**config.mk**
```make
export PLATFORM = sky130hd
export DESIGN_NAME = event_logger
export DESIGN_NICKNAME = d
export VERILOG_FILES = /design/src/rtl/event_logger_pkg.sv /design/src/rtl/evt_fifo.sv /design/src/rtl/event_logger.sv
export SDC_FILE = /design/constraint.sdc
export NUM_CORES = 1
export LEC_CHECK = 0
export ABC_AREA = 1
export CAP_MARGIN = 15
export CORE_MARGIN = 2
export CORE_UTILIZATION = 55
export DETAILED_ROUTE_END_ITERATION = 10
export DONT_BUFFER_PORTS = 1
export GPL_TIMING_DRIVEN = 0
export PLACE_DENSITY_LB_ADDON = 0.3
export SLEW_MARGIN = 20
export SYNTH_ARGS = -nofsm -noshare
export SYNTH_HDL_FRONTEND = slang
export SYNTH_HIERARCHICAL = 1
export SYNTH_SLANG_ARGS = --single-unit
```
**constraint.sdc**
```tcl
create_clock -name clk -period 2.85 [get_ports clk]
set_input_delay 0.4275 -clock clk [delete_from_list [all_inputs] [get_ports clk]]
set_output_delay 0.4275 -clock clk [all_outputs]
set_load 0.02 [all_outputs]
```
**src/rtl/event_logger_pkg.sv**
```systemverilog
// Shared definitions for the event logger.
// Record field layout, FSM encoding, sequence width and a record packer.
package event_logger_pkg;

  localparam int REC_W   = 16;
  localparam int SEQ_W   = 6;

  localparam int INC_LSB = 12;
  localparam int INC_W   = 4;
  localparam int BB_LSB  = 8;
  localparam int BB_W    = 4;
  localparam int AB_BIT  = 7;
  localparam int DE_BIT  = 6;
  localparam int SEQ_LSB = 0;

  localparam logic [1:0] ST_IDLE    = 2'd0;
  localparam logic [1:0] ST_ARMED   = 2'd1;
  localparam logic [1:0] ST_STOPPED = 2'd2;

  function automatic logic [REC_W-1:0] make_rec(
    input logic [INC_W-1:0] inc,
    input logic [BB_W-1:0]  bb,
    input logic             ab,
    input logic             de,
    input logic [SEQ_W-1:0] seq
  );
    logic [REC_W-1:0] r;
    r = '0;
    r[INC_LSB +: INC_W] = inc;
    r[BB_LSB +: BB_W]   = bb;
    r[AB_BIT]           = ab;
    r[DE_BIT]           = de;
    r[SEQ_LSB +: SEQ_W] = seq;
    return r;
  endfunction

endpackage

```
**src/rtl/evt_fifo.sv**
```systemverilog
// Synchronous FIFO with wrap-bit pointers and occupancy output.
// Ports: clk, rst, push/wdata, pop/rdata (0 when empty), full, empty, level.
module evt_fifo #(
  parameter  int DEPTH = 8,
  parameter  int W     = 16,
  localparam int AW    = $clog2(DEPTH)
) (
  input  logic         clk,
  input  logic         rst,
  input  logic         push,
  input  logic [W-1:0] wdata,
  input  logic         pop,
  output logic [W-1:0] rdata,
  output logic         full,
  output logic         empty,
  output logic [AW:0]  level
);

  logic [W-1:0] mem_q [DEPTH];
  logic [AW:0]  wr_q, wr_d;
  logic [AW:0]  rd_q, rd_d;
  logic         do_pop;
  logic         do_push;

  assign empty = (wr_q == rd_q);
  assign full  = (wr_q[AW] != rd_q[AW]) &&
                 (wr_q[AW-1:0] == rd_q[AW-1:0]);
  assign level = wr_q - rd_q;

  // A pop frees the slot a same-cycle push needs when full.
  assign do_pop  = pop && !empty;
  assign do_push = push && (!full || do_pop);

  assign rdata = empty ? '0 : mem_q[rd_q[AW-1:0]];

  always_comb begin
    wr_d = wr_q;
    rd_d = rd_q;
    if (do_push) wr_d = wr_q + (AW+1)'(1);
    if (do_pop)  rd_d = rd_q + (AW+1)'(1);
  end

  always_ff @(posedge clk) begin
    if (rst) begin
      wr_q <= '0;
      rd_q <= '0;
    end else begin
      wr_q <= wr_d;
      rd_q <= rd_d;
    end
  end

  always_ff @(posedge clk) begin
    if (!rst && do_push) mem_q[wr_q[AW-1:0]] <= wdata;
  end

endmodule

```
**src/rtl/event_logger.sv**
```systemverilog
// Coprocessor event logger: edge capture, arm/stop FSM, record FIFO.
// Ports: clk/rst, arm, bank/incident/done inputs, evt_* stream, ovf/drop_cnt/level/busy.
module event_logger
  import event_logger_pkg::*;
#(
  parameter int DEPTH        = 8,
  parameter bit STOP_ON_DONE = 1'b1
) (
  input  logic        clk,
  input  logic        rst,
  input  logic        arm,
  input  logic        A_bank,
  input  logic [3:0]  B_bank,
  input  logic [3:0]  incident,
  input  logic        done,
  output logic        evt_valid,
  output logic [15:0] evt_data,
  input  logic        evt_ready,
  output logic        ovf,
  input  logic        clr_ovf,
  output logic [7:0]  drop_cnt,
  output logic [4:0]  level,
  output logic        busy
);

  localparam int AW = $clog2(DEPTH);

  logic [1:0]       state_q, state_d;
  logic [SEQ_W-1:0] seq_q, seq_d;
  logic [3:0]       prev_inc_q;
  logic             prev_done_q;
  logic             ovf_q, ovf_d;
  logic [7:0]       drop_cnt_q, drop_cnt_d;

  logic             inc_new;
  logic             done_edge;
  logic             cap;
  logic             pop;
  logic             drop;
  logic [REC_W-1:0] rec;
  logic             fifo_full;
  logic             fifo_empty;
  logic [AW:0]      fifo_level;

  always_comb begin
    inc_new    = (incident != 4'd0) && (incident != prev_inc_q);
    done_edge  = done && !prev_done_q;
    cap        = (state_q == ST_ARMED) && (inc_new || done_edge);
    rec        = make_rec(incident, B_bank, A_bank, done_edge, seq_q);
    pop        = evt_valid && evt_ready;
    drop       = cap && fifo_full && !pop;

    state_d    = state_q;
    seq_d      = seq_q;
    ovf_d      = ovf_q;
    drop_cnt_d = drop_cnt_q;

    if (cap) seq_d = seq_q + SEQ_W'(1);

    unique case (state_q)
      ST_ARMED: begin
        if (STOP_ON_DONE && cap && done_edge) state_d = ST_STOPPED;
      end
      default: begin
        if (arm) begin
          state_d = ST_ARMED;
          seq_d   = '0;
        end
      end
    endcase

    // Clearing wins over a coincident drop.
    if (clr_ovf) begin
      ovf_d      = 1'b0;
      drop_cnt_d = '0;
    end else if (drop) begin
      ovf_d = 1'b1;
      if (drop_cnt_q != 8'hFF) drop_cnt_d = drop_cnt_q + 8'd1;
    end
  end

  always_ff @(posedge clk) begin
    if (rst) begin
      state_q     <= ST_IDLE;
      seq_q       <= '0;
      prev_inc_q  <= '0;
      prev_done_q <= 1'b0;
      ovf_q       <= 1'b0;
      drop_cnt_q  <= '0;
    end else begin
      state_q     <= state_d;
      seq_q       <= seq_d;
      prev_inc_q  <= incident;
      prev_done_q <= done;
      ovf_q       <= ovf_d;
      drop_cnt_q  <= drop_cnt_d;
    end
  end

  evt_fifo #(
    .DEPTH (DEPTH),
    .W     (REC_W)
  ) u_fifo (
    .clk   (clk),
    .rst   (rst),
    .push  (cap),
    .wdata (rec),
    .pop   (pop),
    .rdata (evt_data),
    .full  (fifo_full),
    .empty (fifo_empty),
    .level (fifo_level)
  );

  assign evt_valid = !fifo_empty;
  assign level     = 5'(fifo_level);
  assign ovf       = ovf_q;
  assign drop_cnt  = drop_cnt_q;
  assign busy      = (state_q == ST_ARMED);

endmodule

```
* After elaboration in Yosys (flattened, before gate mapping)
Memory sizes are Yosys's and may differ from the RTL's. A register that Yosys moved wholly into a read port is not among the register bits.
Index checks and enable logic that the tools add are counted.
W data, S select, Z words.
** Storage, ports and cells
- Input port bits :: 15
- Logic and storage cells :: 55
- Memories kept :: 1
- Flip-flop bits (word level) :: 30
- Output and inout bits :: 32
- Memory bits (writable) :: 128
** Memory list
- u_fifo.mem_q :: depth 8, width 16, read ports 1, clocked after memory_dff 1, wr ports 1, line evt_fifo.sv:19 : logic [W-1:0] mem_q [DEPTH];
** Cells by class
- Equality and inequality tests :: 7
- Multiplexer cells :: 11
- $add $sub $neg :: 5
- Reductions and logical operators :: 23
** Operators by type and width (count)
- $mux W6 :: 3
- $mux W16 :: 1
- $logic_and A1 B1 Y1 :: 11
- $add A4 B1 Y4 const B :: 2
- $add A8 B1 Y8 const B :: 1
- $ne A8 B8 Y1 const B :: 1
- $add A6 B1 Y6 const B :: 1
- $mux W2 :: 3
- $mux W3 :: 2
- $logic_not A1 Y1 :: 5
- $eq A4 B4 Y1 :: 1
- $ne A4 B4 Y1 :: 1
- $reduce_and A2 Y1 :: 2
- $reduce_bool A4 Y1 :: 1
- $sub A4 B4 Y4 :: 1
- $eq A3 B3 Y1 :: 1
- $eq A2 B1 Y1 const B :: 1
- $logic_or A1 B1 Y1 :: 2
- $mux W1 :: 2
- $ne A2 B1 Y1 const B :: 1
- $reduce_bool A2 Y1 :: 1
- $reduce_or A2 Y1 :: 1
- $ne A1 B1 Y1 :: 1

* Longest topological paths before layout
Gate-level depths: netlist of run 1.
- Word-level depth :: 9
- Mapped depth :: 12

* Hierarchy
Netlist of run 1, hierarchy kept.
** By module, submodules not included
- evt_fifo :: cells each 509, area an instance 5795.6 um2, instances 1, sequential area each 4063.9 um2
- event_logger :: cells each 187, area an instance 1207.4 um2, instances 1, sequential area each 440.4 um2

* Worst setup path after synthesis of run 1
OpenSTA, ideal clock, no wires.
- Path type :: flip-flop to flip-flop
- Start point :: register u_fifo.wr_q[0]
- End point :: memory u_fifo.mem_q[0][0] (enable)
- Buffers on the path :: 0
- Path slack :: 0.187 ns
- Arrival time :: 2.274 ns
- Data required time :: 2.462 ns
- Cell stages (with the launch flop) :: 12
- Path through :: dfxtp_1 -> inv_1 -> ha_1 -> nand3_1 -> nor2_1 -> nor2_1 -> inv_1 -> nand3_2 -> nand2_1 -> inv_1 -> nand2_2 -> nor2_1
** On the way
- Cells in the longest elaborated chain, start to end :: 9
** RTL lines
- start, declared :: line evt_fifo.sv:20 : logic [AW:0] wr_q, wr_d;
- start signal, assigned :: line evt_fifo.sv:48 : wr_q <= wr_d;
- $eq A4 B4 Y1 :: line evt_fifo.sv:25 : assign empty = (wr_q == rd_q);
- via fifo_empty :: line event_logger.sv:42 : logic fifo_empty;
- $logic_not A1 Y1 :: line event_logger.sv:115 : assign evt_valid = !fifo_empty;
- $logic_and A1 B1 Y1 :: line event_logger.sv:50 : pop = evt_valid && evt_ready;
- via pop :: line event_logger.sv:38 : logic pop;
- $logic_and A1 B1 Y1 :: line evt_fifo.sv:31 : assign do_pop = pop && !empty;
- $logic_or A1 B1 Y1 :: line evt_fifo.sv:32 : assign do_push = push && (!full || do_pop);
- $logic_and A1 B1 Y1 :: line evt_fifo.sv:32
- $logic_and A1 B1 Y1 :: line evt_fifo.sv:54 : if (!rst && do_push) mem_q[wr_q[AW-1:0]] <= wdata;
- $mux W1 :: line evt_fifo.sv:54
- $mux W1 (not written as such) :: line evt_fifo.sv:54
- end, declared :: line evt_fifo.sv:19
The timed path passes the listed nets, and every way through them passes these cells.

* Worst setup path after layout of run 1
- Start point :: register u_fifo.wr_q[0]
- End point :: output evt_data[10]
** On the way
- Cells in the longest elaborated chain, start to end :: 2
** RTL lines
- $eq A4 B4 Y1 :: line evt_fifo.sv:25
- $mux W16 :: line evt_fifo.sv:34 : assign rdata = empty ? '0 : mem_q[rd_q[AW-1:0]];
- end, declared :: line event_logger.sv:17 : output logic [15:0] evt_data,
Every way passes these cells.

==> flow_metrics.env, run 1 <==
export IMPL_initial_utilization=0.559
export IMPL_ir_worst_vdd_uv=458
export IMPL_finalWorstSetupSlack_ns=0.123
export IMPL_critPathSlowestCell="dfxtp_1"
export IMPL_antenna_found_initial=0
export IMPL_fin_nets=751
export IMPL_post_place_ws_ns=-0.0714
export IMPL_path_cells="inv_1, ha_1, inv_2, nor2_4, nand2_4, buf_4, nand2_1, nor2_1"
export IMPL_ant_nets=0
export IMPL_dpl_cell_area_um2=7350
export IMPL_dp_hpwl_um=10500
export IMPL_clockRootBuffer="clkbuf_16"
export IMPL_place_gp_congestion=0.812
export IMPL_ys_ff_latch=161
export IMPL_grt_ovfl_total=0
export IMPL_layout_drive_gt1_share=0.140
export IMPL_vias=4915
export IMPL_synth_edf_count=128
export IMPL_async_flop_share=0
export IMPL_boundaryPins=47
export IMPL_die_height_um=117
export IMPL_cts_buffer_depth=2
export IMPL_hold_violations=0
export IMPL_syn_nets=719
export IMPL_grt_pass1_vias=4650
export IMPL_total_power_mw=5.95
export IMPL_met3_length_um=1200
export IMPL_syn2layout_area_growth_pct=14.6
export IMPL_cts_sinks=161
export IMPL_worstPathRequired_ns=2.42
export IMPL_drt_pass1_iter_count=6
export IMPL_antenna_cells=0
export IMPL_grt_usage=0.241
export IMPL_clk_latency_ns=0.42
export IMPL_fp_row_count=41
export IMPL_setup_violations=0
export IMPL_numCtsBuffers=17
export IMPL_final_common_cell="nor2_1"
export IMPL_hold_buffers=0
export IMPL_avgSynthCellArea_um2=10.1
export IMPL_rrSetupSlack_ns=0.13
export IMPL_p_leak_nw=3.00
export IMPL_wl_per_cell_um=17.1
export IMPL_power_density_nw_per_um2=741
export IMPL_clk_pin_slew_ns=0.06
export IMPL_dr_max_layer_used="met4"
export IMPL_comb_power_share=0.194
export IMPL_grt_pass1_wl_um=23900
export IMPL_synth_seq_area_share=0.643
export IMPL_syn_inst=696
export IMPL_synth_ff_type="edfxtp_1"
export IMPL_criticalPathCategory="reg2out"
export IMPL_max_slew_margin_rel=0.526
export IMPL_crit_fanout=10
export IMPL_critPathMaxStageDelay_ns=0.43
export IMPL_start_kind="flip-flop"
export IMPL_htree_num_levels=4
export IMPL_drv_cap=0
export IMPL_clockPowerShare=0.365
export IMPL_status="finished clean"
export IMPL_die_w_um=117
export IMPL_min_period_ns=2.73
export IMPL_drt_total_wl_um=15600
export IMPL_ys_warn_count=6
export IMPL_rsz0062_at_grt="yes"
export IMPL_seqPwrFrac=0.441
export IMPL_drv_slew=0
export IMPL_crit_arrival_ns=2.30
export IMPL_power_switching_mw=1.76
export IMPL_yosysUniqueCellTypes=33
export IMPL_core_um2=12500
export IMPL_wl_met1_um=6290
export IMPL_max_freq_mhz=367
export IMPL_swShare=0.295
export IMPL_max_slew_worst_pin_slew_ns=0.708
export IMPL_hp_class="in2reg"
export IMPL_grt_max_degree=17
export IMPL_mostFrequentLayoutCells="186 x nor2_1, 128 x edfxtp_1, 82 x nand2_1, 45 x o21ai_1, 41 x inv_1"
export IMPL_clock_skew_ns=0.00449
export IMPL_intPower_mw=4.19
export IMPL_end_kind="primary output"
export IMPL_wl_met2_um=7720
export IMPL_cts_tree="built"
export IMPL_via_per_inst=5.38
export IMPL_portBuffers=0
export IMPL_netlist_area_um2=7000
export IMPL_drt_iter0_drc=416
export IMPL_finalCritPeriodShare=0.957
export IMPL_setup_tns_ns=0
export IMPL_final_area_um2=8030
export IMPL_dieArea_um2=13700
export IMPL_drcViolationCount=0
Yosys cell counts (all sizes together) (2+ instances only):
library cell	count	area share
ha	7	0.013
buf	23	0.026
o21ai	83	0.059
xnor2	2	0.0025
nand3	37	0.028
nand2	91	0.053
nor3	3	0.0029
dfxtp	33	0.094
nand4	7	0.0089
xor2	6	0.0075
clkbuf	6	0.0038
inv	49	0.026
nor2	203	0.11
edfxtp	128	0.55
a21oi	12	0.0086
sequential cells by signal, summed over array words and instances, names as in the netlist, named ones only:
| name | cells |
|---|---|
| drop_cnt | 8 |
| ovf | 1 |
| prev_done_q | 1 |
| prev_inc_q | 4 |
| seq_q | 6 |
| state_q | 2 |
| u_fifo/mem_q | 128 |
| u_fifo/rd_q | 4 |
| u_fifo/wr_q | 4 |
final cells by class:
| class | count | area [µm²] |
|---|---|---|
| Clock buffer | 17 | 425 |
| Tap cell | 172 | 215 |
| Sequential cell | 161 | 4500 |
| Inverter | 50 | 193 |
| Timing Repair Buffer | 13 | 179 |
| Buffer | 29 | 206 |
| Clock inverter | 15 | 144 |
| Multi-Input combinational cell | 456 | 2160 |
| Fill cell | 1005 | 4490 |
critical path, delay by kind of cell (launching register included):
kind | cells | cell delay, ns
flops | 1 | 0.43
buf+inv | 3 | 0.49
fa+ha+maj | 1 | 0.34
simple gates | 4 | 0.61
cell families (layout without fill, tap and decap cells):
group,Yosys count,count (layout),synth area share
fa+ha+maj,8,8,0.0154
buf+inv,79,124,0.0570
other cells,1,1,0.000535
compound gates,97,97,0.0699
xor+xnor,8,8,0.0100
simple gates,342,342,0.204
flops,161,161,0.643
power by group through the flow:
stage | logic, mW | clock network [mW] | registers, mW
2_1_floorplan | 0.845 | 0 | 2.66
3_3_place_gp | 1.09 | 0 | 2.67
3_5_place_dp | 1.12 | 0 | 2.67
4_1_cts | 1.14 | 2.19 | 2.62
5_1_grt | 1.27 | 2.29 | 2.63
6_report | 1.16 | 2.17 | 2.62
layer usage:
layer | global-route usage | vias to the layer above
met5 | 0 | -
met4 | 0.113 | 0
met3 | 0.0669 | 29
met2 | 0.394 | 189
met1 | 0.301 | 2306
li1 | - | 2391
stage by stage:
step | instances | hold WS [ns] | util
floorplan | 696 | 0.443 | -
global placement | 868 | 0.450 | 0.577
detailed placement | 876 | 0.479 | 0.588
CTS | 908 | 0.0560 | 0.635
global route | 913 | 0.0556 | 0.641
finish | 913 | 0.0719 | 0.641
final timing paths:
path / startpoint / to / cells past startpoint
max: u_fifo/wr_q[0]$_SDFFE_PP0P_ / evt_data[10] / 8
min: rst / u_fifo/rd_q[3]$_SDFFE_PP0P_ / 1
max reg2reg: u_fifo/wr_q[0]$_SDFFE_PP0P_ / u_fifo/mem_q[7][6]$_DFFE_PP_ / 10
min reg2reg: state_q[1]$_SDFFE_PP0P_ / state_q[1]$_SDFFE_PP0P_ / 2
repair_timing:
| action | in CTS | in global routing |
|---|---|---|
| setup endpoints to repair | 17 | 80 |
| pin swaps | 0 | 4 |
| resized for setup | 8 | 5 |
| setup buffers | 0 | 5 |
Note: power is estimated with default switching activity, not from simulation.
==> inputs of run 2 (changes only) <==
--- a/config.mk
+++ b/config.mk
@@ -7,8 +7,9 @@
 export LEC_CHECK = 0
 export ABC_AREA = 1
 export CAP_MARGIN = 15
+export CORE_ASPECT_RATIO = 0.7
 export CORE_MARGIN = 2
-export CORE_UTILIZATION = 55
+export CORE_UTILIZATION = 42
 export DETAILED_ROUTE_END_ITERATION = 10
 export DONT_BUFFER_PORTS = 1
 export GPL_TIMING_DRIVEN = 0
==> run 2 against run 1 <==
  * Clock skew up 0.0045 ns
  * Register-to-register slack gained 0.02 ns
  * Clock-buffer cell count up 1
  * Clock power increased by 7%
  * Non-clock buffer count is 4 lower
  * Wire length grew 5.8%
  * Fmax fell by 0.20%
  * Hold slack worse by 0.0020 ns
  * Global-route usage shrank 4.4 points
  * Sequential power hardly changed
  * Critical path depth unchanged
  * Power is 2.9% higher
  * Largest power group unchanged
==> flow_metrics.env, run 2 (synthesis results as in run 1) <==
export IMPL_criticalPathCategory="reg2out"
export IMPL_status="finished clean"
export IMPL_initial_utilization=0.430
export IMPL_mostFrequentLayoutCells="187 x nor2_1, 128 x edfxtp_1, 82 x nand2_1, 45 x o21ai_1, 41 x inv_1"
export IMPL_layout_drive_gt1_share=0.137
export IMPL_holdWs_ns=0.0699
export IMPL_portBuffers=0
export IMPL_numCtsBuffers=17
export IMPL_drt_total_wl_um=16500
export IMPL_antenna_cells=0
export IMPL_place_gp_congestion=0.834
export IMPL_dpl_cell_area_um2=7410
export IMPL_fin_cells=962
export IMPL_fp_row_count=39
export IMPL_syn2layout_area_growth_pct=15.1
export IMPL_drv_cap=0
export IMPL_via_per_inst=5.12
export IMPL_crit_arrival_ns=2.31
export IMPL_drv_slew=0
export IMPL_cts_sinks=161
export IMPL_finalWorstSetupSlack_ns=0.117
export IMPL_hp_class="in2reg"
export IMPL_crit_fanout=10
export IMPL_drt_iter0_drc=366
export IMPL_post_place_ws_ns=-0.0267
export IMPL_grt_usage=0.197
export IMPL_vias=4930
export IMPL_clockRootBuffer="clkbuf_16"
export IMPL_htree_num_levels=4
export IMPL_cts_tree="built"
export IMPL_setup_tns_ns=0
export IMPL_clk_latency_ns=0.42
export IMPL_largest_register_ffs=128
export IMPL_antenna_found_initial=0
export IMPL_final_area_um2=8060
export IMPL_placed_cells=929
export IMPL_cts_buffer_depth=2
export IMPL_drcViolationCount=0
export IMPL_grt_ovfl_total=0
export IMPL_hold_depth=1
export IMPL_dieArea_um2=17700
export IMPL_worstRegToRegCells=10
export IMPL_hold_violations=0
export IMPL_grt_pass1_wl_um=25800
export IMPL_max_slew_margin_rel=0.498
export IMPL_setup_violations=0
export IMPL_clock_skew_ns=0.00903
export IMPL_p_leak_nw=3.00
export IMPL_power_density_nw_per_um2=759
export IMPL_fin_nets=747
export IMPL_dp_hpwl_um=11400
export IMPL_finalCritPeriodShare=0.959
export IMPL_drt_pass1_iter_count=5
export IMPL_rsz0062_at_grt="no"
export IMPL_total_power_mw=6.12
export IMPL_ir_worst_vdd_uv=452
export IMPL_boundaryPins=47
export IMPL_final_common_cell="nor2_1"
export IMPL_start_kind="flip-flop"
export IMPL_min_period_ns=2.73
export IMPL_end_kind="primary output"
export IMPL_max_freq_mhz=366
export IMPL_grt_max_degree=17
export IMPL_die_height_um=112
export IMPL_worstPathRequired_ns=2.42
export IMPL_die_w_um=158
export IMPL_hold_buffers=0
export IMPL_clk_pin_slew_ns=0.06
export IMPL_grt_pass1_vias=4669
export IMPL_max_slew_worst_pin_slew_ns=0.750
export IMPL_wl_per_cell_um=17.2
export IMPL_ant_nets=0
export IMPL_core_um2=16300
export IMPL_fin_util=0.495
## run 2: cell count changes in the layout (fill, tap and decap cells not counted), sizes merged
cell,delta
buf,-4
bufinv,+1
clkbuf,+1
clkinv,-6
clkinvlp,-1
inv,+5
## run 2: path summary, 6_finish.rpt
check	from	end	slack, ns
max	u_fifo/wr_q[0]$_SDFFE_PP0P_	evt_data[8]	0.12
min	rst	u_fifo/wr_q[3]$_SDFFE_PP0P_	0.07
max reg2reg	u_fifo/wr_q[0]$_SDFFE_PP0P_	u_fifo/mem_q[7][2]$_DFFE_PP_	0.15
min reg2reg	state_q[1]$_SDFFE_PP0P_	state_q[1]$_SDFFE_PP0P_	0.47
## run 2: critical path, cell delays in order, from the launching register on
cell and delay (ns):
dfxtp_1 0.43, inv_1 0.12, ha_1 0.34, inv_2 0.14, nor2_4 0.07, nand2_4 0.15, buf_4 0.23, nand2_1 0.08
nor2_1 0.31
## run 2: layout make-up
class / count / area [µm²]
fill: 1474 / 8240
clock buffer: 18 / 429
tap: 225 / 282
multi-input combinational: 456 / 2160
timing repair buffer: 9 / 113
clock inverter: 14 / 179
sequential: 161 / 4500
buffer: 29 / 206
inverter: 50 / 193
## run 2: timing repair
item	4_1_cts	5_1_grt
setup buffers	0	1
pin swaps	0	1
gates cloned	0	0
setup endpoints to repair	14	73
gates resized for setup	6	6
## run 2: where the power goes
| group | switching, mW | internal [mW] | leakage, nW | total (mW) |
|---|---|---|---|---|
| sequential | 0.0409 | 2.58 | 1.47 | 2.62 |
| combinational | 0.842 | 0.328 | 1.23 | 1.17 |
| clock | 0.931 | 1.39 | 0.294 | 2.33 |
| total | 1.81 | 4.30 | 3.00 | 6.12 |
## run 2: routing by layer
metal | GRT usage | part of all wire | up-vias
li1 | - | - | 2387
met1 | 0.273 | 0.45 | 2358
met2 | 0.310 | 0.48 | 168
met3 | 0.0490 | 0.067 | 17
met4 | 0.0589 | 0.013 | 0
met5 | 0 | 0 | -
